## src/rtl/pattern_stream_sched.sv

```systemverilog
// pattern_stream_sched: round-robin sharing of one serial 1010111 detector between NREQ requesters
module pattern_stream_sched #(
    parameter int NREQ = 4,
    parameter int WIDTH = 8,
    localparam int CW = $clog2(WIDTH + 1),
    localparam int IW = $clog2(NREQ),
    localparam int BW = $clog2(WIDTH)
) (
    input  logic                  clk,
    input  logic                  reset,
    input  logic [NREQ-1:0]       req_valid,
    input  logic [NREQ*WIDTH-1:0] req_data,
    output logic [NREQ-1:0]       req_ready,
    output logic                  det_reset,
    output logic                  det_in,
    input  logic                  det_out,
    output logic                  busy,
    output logic                  res_valid,
    output logic [IW-1:0]         res_id,
    output logic [CW-1:0]         res_hits
);
    typedef enum logic [2:0] {IDLE, FLUSH, SHIFT, DRAIN, REPORT} state_t;
    state_t state, nxt;
    logic [IW-1:0] last, win, id_q;
    logic [WIDTH-1:0] sr;
    logic [BW-1:0] bcnt;
    logic [CW-1:0] hits;
    logic found;
    // search requesters starting just after the last winner
    always_comb begin
        found = 1'b0;
        win = '0;
        for (int i = 1; i <= NREQ; i++)
            if (!found && req_valid[IW'((int'(last) + i) % NREQ)]) begin
                found = 1'b1;
                win = IW'((int'(last) + i) % NREQ);
            end
    end
    // next state and outputs decoded from registered state
    always_comb begin
        nxt = (state == IDLE)  ? (found ? FLUSH : IDLE) :
              (state == FLUSH) ? SHIFT :
              (state == SHIFT) ? ((bcnt == BW'(WIDTH - 1)) ? DRAIN : SHIFT) :
              (state == DRAIN) ? REPORT : IDLE;
        req_ready = (state == IDLE && found) ? (NREQ'(1) << win) : '0;
        det_reset = (state == IDLE) || (state == FLUSH) || (state == REPORT);
        det_in = (state == SHIFT) && sr[WIDTH-1];
        busy = state != IDLE;
        res_valid = state == REPORT;
    end
    // state, grant capture, shifting and hit counting
    always_ff @(posedge clk) begin
        if (!reset) begin
            state <= IDLE;
            last <= IW'(NREQ - 1);
            id_q <= '0;
            sr <= '0;
            bcnt <= '0;
            hits <= '0;
            res_id <= '0;
            res_hits <= '0;
        end else begin
            state <= nxt;
            if (state == IDLE && found) begin
                last <= win;
                id_q <= win;
                sr <= req_data[int'(win)*WIDTH +: WIDTH];
            end
            if (state == FLUSH) begin
                hits <= '0;
                bcnt <= '0;
            end
            if (state == SHIFT) begin
                sr <= {sr[WIDTH-2:0], 1'b0};
                bcnt <= bcnt + BW'(1);
                if (bcnt != '0 && det_out) hits <= hits + CW'(1);
            end
            if (state == DRAIN) begin
                res_id <= id_q;
                res_hits <= hits + CW'(det_out);
            end
        end
    end
endmodule

```

## config.mk

```make
export PLATFORM = sky130hd
export DESIGN_NAME = pattern_stream_sched
export DESIGN_NICKNAME = d
export VERILOG_FILES = /design/src/rtl/pattern_stream_sched.sv
export SDC_FILE = /design/constraint.sdc
export NUM_CORES = 1
export LEC_CHECK = 0
export ABC_AREA = 1
export CORE_MARGIN = 3
export CORE_UTILIZATION = 30
export CTS_BUF_LIST = sky130_fd_sc_hd__clkbuf_8
export CTS_CLUSTER_DIAMETER = 60
export CTS_CLUSTER_SIZE = 24
export DETAILED_ROUTE_END_ITERATION = 8
export PLACE_DENSITY = 0.53
export SETUP_SLACK_MARGIN = 0.2
export SYNTH_ARGS = -nofsm -noshare
export SYNTH_HDL_FRONTEND = slang
export SYNTH_SLANG_ARGS = --single-unit
```

## constraint.sdc

```tcl
create_clock -name clk -period 1.8 [get_ports clk]
set_input_delay 0.36 -clock clk [delete_from_list [all_inputs] [get_ports clk]]
set_output_delay 0.36 -clock clk [all_outputs]
set_load 0.01 [all_outputs]
```

==> qor.txt, run 1 <==
Initial detailed-routing violation count: 53
Compound-Gate Fraction of Synth Area: 12.7%
Layout cells sized above 1: 35.9%
Final Hold Vio Count: 0
Detailed placement HPWL: 4.21 mm
Post-route setup TNS: -4.74 ns
Reg clk slew, reported paths: 0.10 ns
Hold Crit Class: reg2reg
Final worst path period need: 2.26 ns
CTS tree: done
Clock Skew: 0.00839 ns
CP Data Arrival Time: 1.90 ns
Clock Tree Root: clkbuf_8
Adder-cell share of the synthesized area: 3.50%
Clock buffer depth: 2
Synth Register Bits: 28
Setup CP Type: reg2out
Die area: 0.00819 mm²
Final ANT Viol Nets: 0
IO Port Bufs: 52
Top-area cell type share of the netlist area: 26.2%
Synth area leaders: dfxtp_1 (26%), inv_1 (11%), nand2_1 (11%)
Syn-to-layout area delta: 57.2%
Tot GR Track Use: 14.1%
TritonCTS Buffers: 3
Power Density: 1860 mW/mm²
Vias in the first global route: 2164
Vias post-DR: 2201
Setup WS post-layout: -0.458 ns
Syn_area_per_cell: 6.94 µm²
Ant diodes: 0
Finish-stage setup viols: 15
Int Pwr: 3.33 mW
Pin count of the biggest net entering global routing: 16
Multi-input logic area: 0.00139 mm²
Post-synth top area cell: dfxtp_1
Warnings from Yosys: 0
Required time worst endpoint: 1.44 ns
First-pass GRT wire length: 9.74 mm
XOR/XNOR Fraction of Synth Area: 0.817%
Clock power frac: 6.2%
Synth unique cells: 35
Initial Util: 31.2%
Mapped Area: 0.00214 mm²
Failing checks: setup timing
Max Clk Rate: 443 MHz
Drt total wl: 5.86 mm
I/O pin total: 53
Nets: 455
Fin crit share: 125%
Total grt overflow: 0
Row count: 30
Core area: 0.00687 mm²
Largest family of logic cells by synthesized area: simple AND/OR/NAND/NOR gates
1st-pass router iterations: 4
Sequential cell area fraction in the yosys report: 26.2%
Skew-Pair Late Insertion Delay: 0.27 ns
Max-cap viol count: 0
Most common library cells after synthesis: inv_1 (62), nand2_1 (62), nand3_1 (31)
Fillers: 688
Die X-Extent: 90.5 µm
Drt drc: 0
Sw frac: 47.0%
Simple-gate share of the synthesized area: 40.6%
Post-synth ARST share: 0%
Power share of the sequential group: 14.5%
Via/cell ratio: 4.36
Worst setup EP type: primary output
RSZ-0062 raised after global routing: true
Gate power share: 79.3%
Most common flop cell mapped by yosys: dfxtp_1
P_leak: 1.66 nW
Synthesized instance count: 309
Wirelength per Cell: 11.6 µm
Worst IR drop on VDD: 733 µV
Post-synthesis mux area share: 0%
Htree depth: 1
Switching pwr: 2.95 mW
Worst hold slack: 0.489 ns
CP max FO: 6
Slew HR: 83.9%
Die Ht: 90.5 µm
Least-Margin Pin Slew: 0.241 ns
FF+latch area: 572 µm²
GPL Wtd Cong: 0.813
Sink Count: 28
Max-slew violations: 0
Number of synthesized flops with an enable pin: 0
Initial antenna violation count: 0
Crit path launch type: flip-flop
Mapped Nets: 354
Status: finished with violations
[worst paths after layout]
kind / endpoint / slack [ns] / depth (start not counted) / start
hold reg to reg: bcnt[2]$_SDFFE_PN0P_ / 0.49 / 2 / bcnt[2]$_SDFFE_PN0P_
setup reg to reg: sr[1]$_SDFFE_PN0P_ / -0.33 / 16 / last[0]$_SDFFE_PN1P_
setup / recovery: req_ready[3] / -0.46 / 13 / last[0]$_SDFFE_PN1P_
hold / removal: bcnt[2]$_SDFFE_PN0P_ / 0.49 / 2 / bcnt[2]$_SDFFE_PN0P_
[registers in the layout, indices dropped and copies added (netlist names)]
name,cells
sr,8
hits,4
res_hits,4
bcnt,3
state,3
id_q,2
last,2
res_id,2
[area by class of cell]
class	count	share of cell area (%)
Multi-Input combinational cell	203	41.1
Timing Repair Buffer	104	28.2
Sequential cell	28	17.0
Inverter	70	8.47
Tap cell	96	3.56
Clock buffer	4	1.63
[cells in the final DEF (no fill, tap or decap), types with 4 or more instances in the layout]
cell,count
inv_1,60
nand2_1,49
clkdlybuf4s50_1,40
buf_4,39
nand3_1,27
dfxtp_1,23
nand2_4,20
nand2_2,15
nor2_1,13
nand3_2,12
buf_6,12
a21oi_1,11
o21ai_0,8
o22ai_1,7
a21oi_2,7
ha_1,6
inv_2,4
nand3_4,4
nor2_2,4
clkbuf_8,4
dlygate4sd2_1,4
buf_2,4
[what timing repair did]
action / CTS / global route
buffers inserted: 10 / 8
endpoints found under the hold margin: 0 / 0
hold buffers: 0 / 0
pin swaps: 16 / 13
endpoints found under the setup margin: 20 / 22
cloned: 1 / 0
resized for setup: 65 / 28
[through the flow]
step	instances	setup WS (ns)	power [mW]	util [%]	area, µm²
floorplan	309	-0.114	3.65	-	2180
global placement	482	-0.918	4.85	43.6	3000
detailed placement	482	-0.972	4.86	43.6	3000
CTS	497	-0.457	5.93	47.0	3230
global route	505	-0.559	6.83	49.1	3370
finish	505	-0.458	6.28	49.1	3370
[logic make-up (layout without fill, tap and decap cells)]
| family | count (synthesis) | after routing |
|---|---|---|
| adder cells (fa/ha/maj) | 6 | 6 |
| buffers and inverters | 78 | 178 |
| AND/OR/NAND/NOR | 153 | 153 |
| XOR/XNOR | 2 | 2 |
| AO/OA/AOI/OAI | 42 | 42 |
| flip-flops | 28 | 28 |
[per-layer routing]
layer	vias up	global-route usage, %	share of wire, %
met1	967	18.1	46
met5	-	0	0
met3	8	3.25	4.8
met2	50	24.3	47
met4	0	2.42	1.3
li1	1176	-	-
[worst max-delay path: stages (launching register included)]
cell and delay (ns):
dfxtp_4 0.44, buf_6 0.15, nand2_4 0.06, nand3_4 0.08
nand2_4 0.09, nor2_8 0.14, nand3_4 0.11, nand2_4 0.08
nand2_4 0.06, nand2_8 0.08, inv_6 0.04, buf_6 0.11
nor2_4 0.09, buf_6 0.10
[power groups by stage]
| stage | Clock [mW] | Combinational, mW | Sequential (mW) |
|---|---|---|---|
| after floorplan | 0 | 2.78 | 0.866 |
| final | 0.392 | 4.98 | 0.910 |
| after global placement | 0 | 3.95 | 0.892 |
| after detailed placement | 0 | 3.97 | 0.896 |
| after CTS | 0.405 | 4.63 | 0.891 |
| after global routing | 0.434 | 5.46 | 0.932 |
Note: power is estimated with default switching activity, not from simulation.
==> inputs of run 2 (changes only) <==
--- a/config.mk
+++ b/config.mk
@@ -6,6 +6,8 @@
 export NUM_CORES = 1
 export LEC_CHECK = 0
 export ABC_AREA = 1
+export ABC_CLOCK_PERIOD_IN_PS = 1800
+export CORE_ASPECT_RATIO = 1.1
 export CORE_MARGIN = 3
 export CORE_UTILIZATION = 30
 export CTS_BUF_LIST = sky130_fd_sc_hd__clkbuf_8
==> run 2 against run 1 <==
- register-to-register slack gained 0.05 ns
- utilization grew 2.0 points
- sequential cell count is the same
- the run still ends with setup timing left
- clock skew shrank 0.0024 ns
- largest power group unchanged
- cell count shrank 3.4%
- global-route usage shrank 0.31 points
- critical path depth is the same
- clock-buffer cell count shrank 1
==> qor.txt, run 2 (synthesis gave the netlist of run 1 again) <==
Status: finished with violations
Failing checks: setup timing
Die X-Extent: 86.6 µm (-4.3%)
Initial antenna violation count: 0 (unchanged)
Max-slew violations: 0 (unchanged)
Core area: 0.00675 mm² (-1.7%)
Total grt overflow: 0 (unchanged)
Tot GR Track Use: 13.8% (-0.31 points)
Top flop regs: sr (8), hits (4), res_hits (4)
Sink Count: 28 (unchanged)
Worst setup EP type: primary output
Reg clk slew, reported paths: 0.09 ns (about the same)
CP max FO: 5 (-1)
Finished Cell Area: 0.00345 mm² (+2.3%)
Fin crit share: 123% (-2.6 points)
Row count: 31 (+3.3%)
Post-Layout Cell Count: 488 (-3.4%)
First-pass GRT wire length: 9.23 mm (-5.2%)
Power Density: 1840 mW/mm² (-0.98%)
Syn-to-layout area delta: 60.8%
CP max stage delay: 0.43 ns (about the same)
Placed Area: 0.00296 mm² (-1.1%)
Wirelength per Cell: 11.8 µm (+1.5%)
Ant diodes: 0 (unchanged)
Max Clk Rate: 452 MHz (+2.1%)
Htree depth: 1 (unchanged)
Detailed placement HPWL: 4.17 mm (-0.94%)
Most flops, register: sr
Crit-path cells: buf_6 > nand2_4 > nand3_4 > nand2_4 > nor2_8 > nand3_4 > nand2_4 > nand2_4 > nand2_8 > inv_6 > buf_6 > nor2_4 > buf_6
Vias in the first global route: 2085 (-3.7%)
Setup CP Type: reg2out
GPL Wtd Cong: 0.819 (+0.73%)
Worst hold slack: 0.481 ns (-0.00771 ns)
Crit-path slowest cell: dfxtp_4
Crit path top cell by count: nand2_4
Hold Crit Class: reg2reg
Clock Skew: 0.00597 ns (-0.00242 ns)
Die area: 0.00820 mm² (about the same)
Final worst path period need: 2.21 ns (-0.0465 ns)
Clock Tree Root: clkbuf_8
1st-pass router iterations: 6 (+2)
TritonCTS Buffers: 3 (unchanged)
I/O pin total: 53 (unchanged)
Slew HR: 84.2% (+0.24 points)
Skew-Pair Late Insertion Delay: 0.28 ns (about the same)
Vias post-DR: 2171 (-1.4%)
Die Ht: 94.7 µm (+4.6%)
Most common cell after layout, fill and taps aside: inv_1
CP Data Arrival Time: 1.85 ns (-0.05 ns)
Most frequent cells in the layout: inv_1 (56), nand2_1 (48), clkdlybuf4s50_1 (40), buf_4 (29)
CTS tree: done
RSZ-0062 raised after global routing: true
Drt total wl: 5.75 mm (-1.9%)
P_leak: 1.66 nW (+0.27%)
Clock buffer depth: 2 (unchanged)
Finish-stage setup viols: 17 (+2)
Worst IR drop on VDD: 1350 µV (+85%)
Drt drc: 0 (unchanged)
Initial detailed-routing violation count: 47 (-11%)
Crit path launch type: flip-flop
Layout cells sized above 1: 39.7% (+3.7 points)
Worst Setup Slack post-DPL: -0.961 ns (+0.0110 ns)
Setup WS post-layout: -0.412 ns (+0.0465 ns)
IO Port Bufs: 52 (unchanged)
Nets: 452 (-0.66%)
Final ANT Viol Nets: 0 (unchanged)
Pin count of the biggest net entering global routing: 18 (+2)
Via/cell ratio: 4.45 (+2.1%)
Least-Margin Pin Slew: 0.237 ns (-0.00366 ns)
Fillers: 655 (-4.8%)
# placed instances: 466 (-3.3%)
Final Hold Vio Count: 0 (unchanged)
Required time worst endpoint: 1.44 ns (about the same)
Max reg flops: 8 (unchanged)
Post-route setup TNS: -4.36 ns (+0.381 ns)
Max-cap viol count: 0 (unchanged)
Initial Util: 31.8% (+0.56 points)
-- run 2: changes by cell type in the layout (fill, tap and decap cells not counted), sizes merged --
| cell | previous run | this run |
|---|---|---|
| buf | 57 | 54 |
| bufinv | 0 | 1 |
| clkbuf | 6 | 4 |
| clkinv | 1 | 2 |
| dlygate4sd2 | 4 | 5 |
| inv | 69 | 68 |
-- run 2: layer usage --
| layer | vias to the layer above | share of wire [%] | wire [µm] | global-route usage (%) |
|---|---|---|---|---|
| li1 | 1164 | - | - | - |
| met1 | 949 | 43 | 2500 | 16.8 |
| met2 | 52 | 50 | 2880 | 24.6 |
| met3 | 6 | 5.4 | 310 | 2.36 |
| met4 | 0 | 1.1 | 64 | 4.03 |
| met5 | - | 0 | 0 | 0 |
-- run 2: worst paths after layout --
check                                          start                   end  slack, ns  depth (start not counted)
worst max-delay path            last[0]$_SDFFE_PN1P_          req_ready[3]      -0.41                         13
worst min-delay path            id_q[1]$_SDFFE_PN0P_  id_q[1]$_SDFFE_PN0P_       0.48                          2
worst max register to register  last[0]$_SDFFE_PN1P_    sr[4]$_SDFFE_PN0P_      -0.28                         17
worst min register to register  id_q[1]$_SDFFE_PN0P_  id_q[1]$_SDFFE_PN0P_       0.48                          2
-- run 2: worst max-delay path: cells and delay by family (launching register included) --
kind                   cells  cell delay (ns)
AND/OR/NAND/NOR            9             0.77
buffers and inverters      4             0.40
flip-flops                 1             0.43
-- run 2: power by group --
group / internal [mW] / switching, mW / leakage (nW)
combinational: 2.28 / 2.67 / 1.40
clock: 0.298 / 0.206 / 0.0357
sequential: 0.785 / 0.110 / 0.230
-- run 2: what timing repair did --
action	in CTS	in global routing
resized for setup	69	49
endpoints found under the setup margin	21	23
setup buffers	8	10
hold buffers	0	0
pin swaps	13	26
-- run 2: layout make-up --
| type | instances | area, µm² | area share, % |
|---|---|---|---|
| inverter | 70 | 288 | 8.35 |
| tap | 82 | 103 | 2.98 |
| clock inverter | 1 | 30.0 | 0.871 |
| sequential | 28 | 569 | 16.5 |
| multi-input combinational | 203 | 1470 | 42.5 |
| clock buffer | 3 | 41.3 | 1.20 |
| timing repair buffer | 101 | 950 | 27.6 |
-- run 2: per-stage QoR --
step                      utilization (%)  power, mW
after global placement               43.9       4.76
after global routing                 51.1       6.87
final                                51.1       6.36
after floorplan                         -       3.65
after detailed placement             43.9       4.78
after CTS                            47.4       5.74
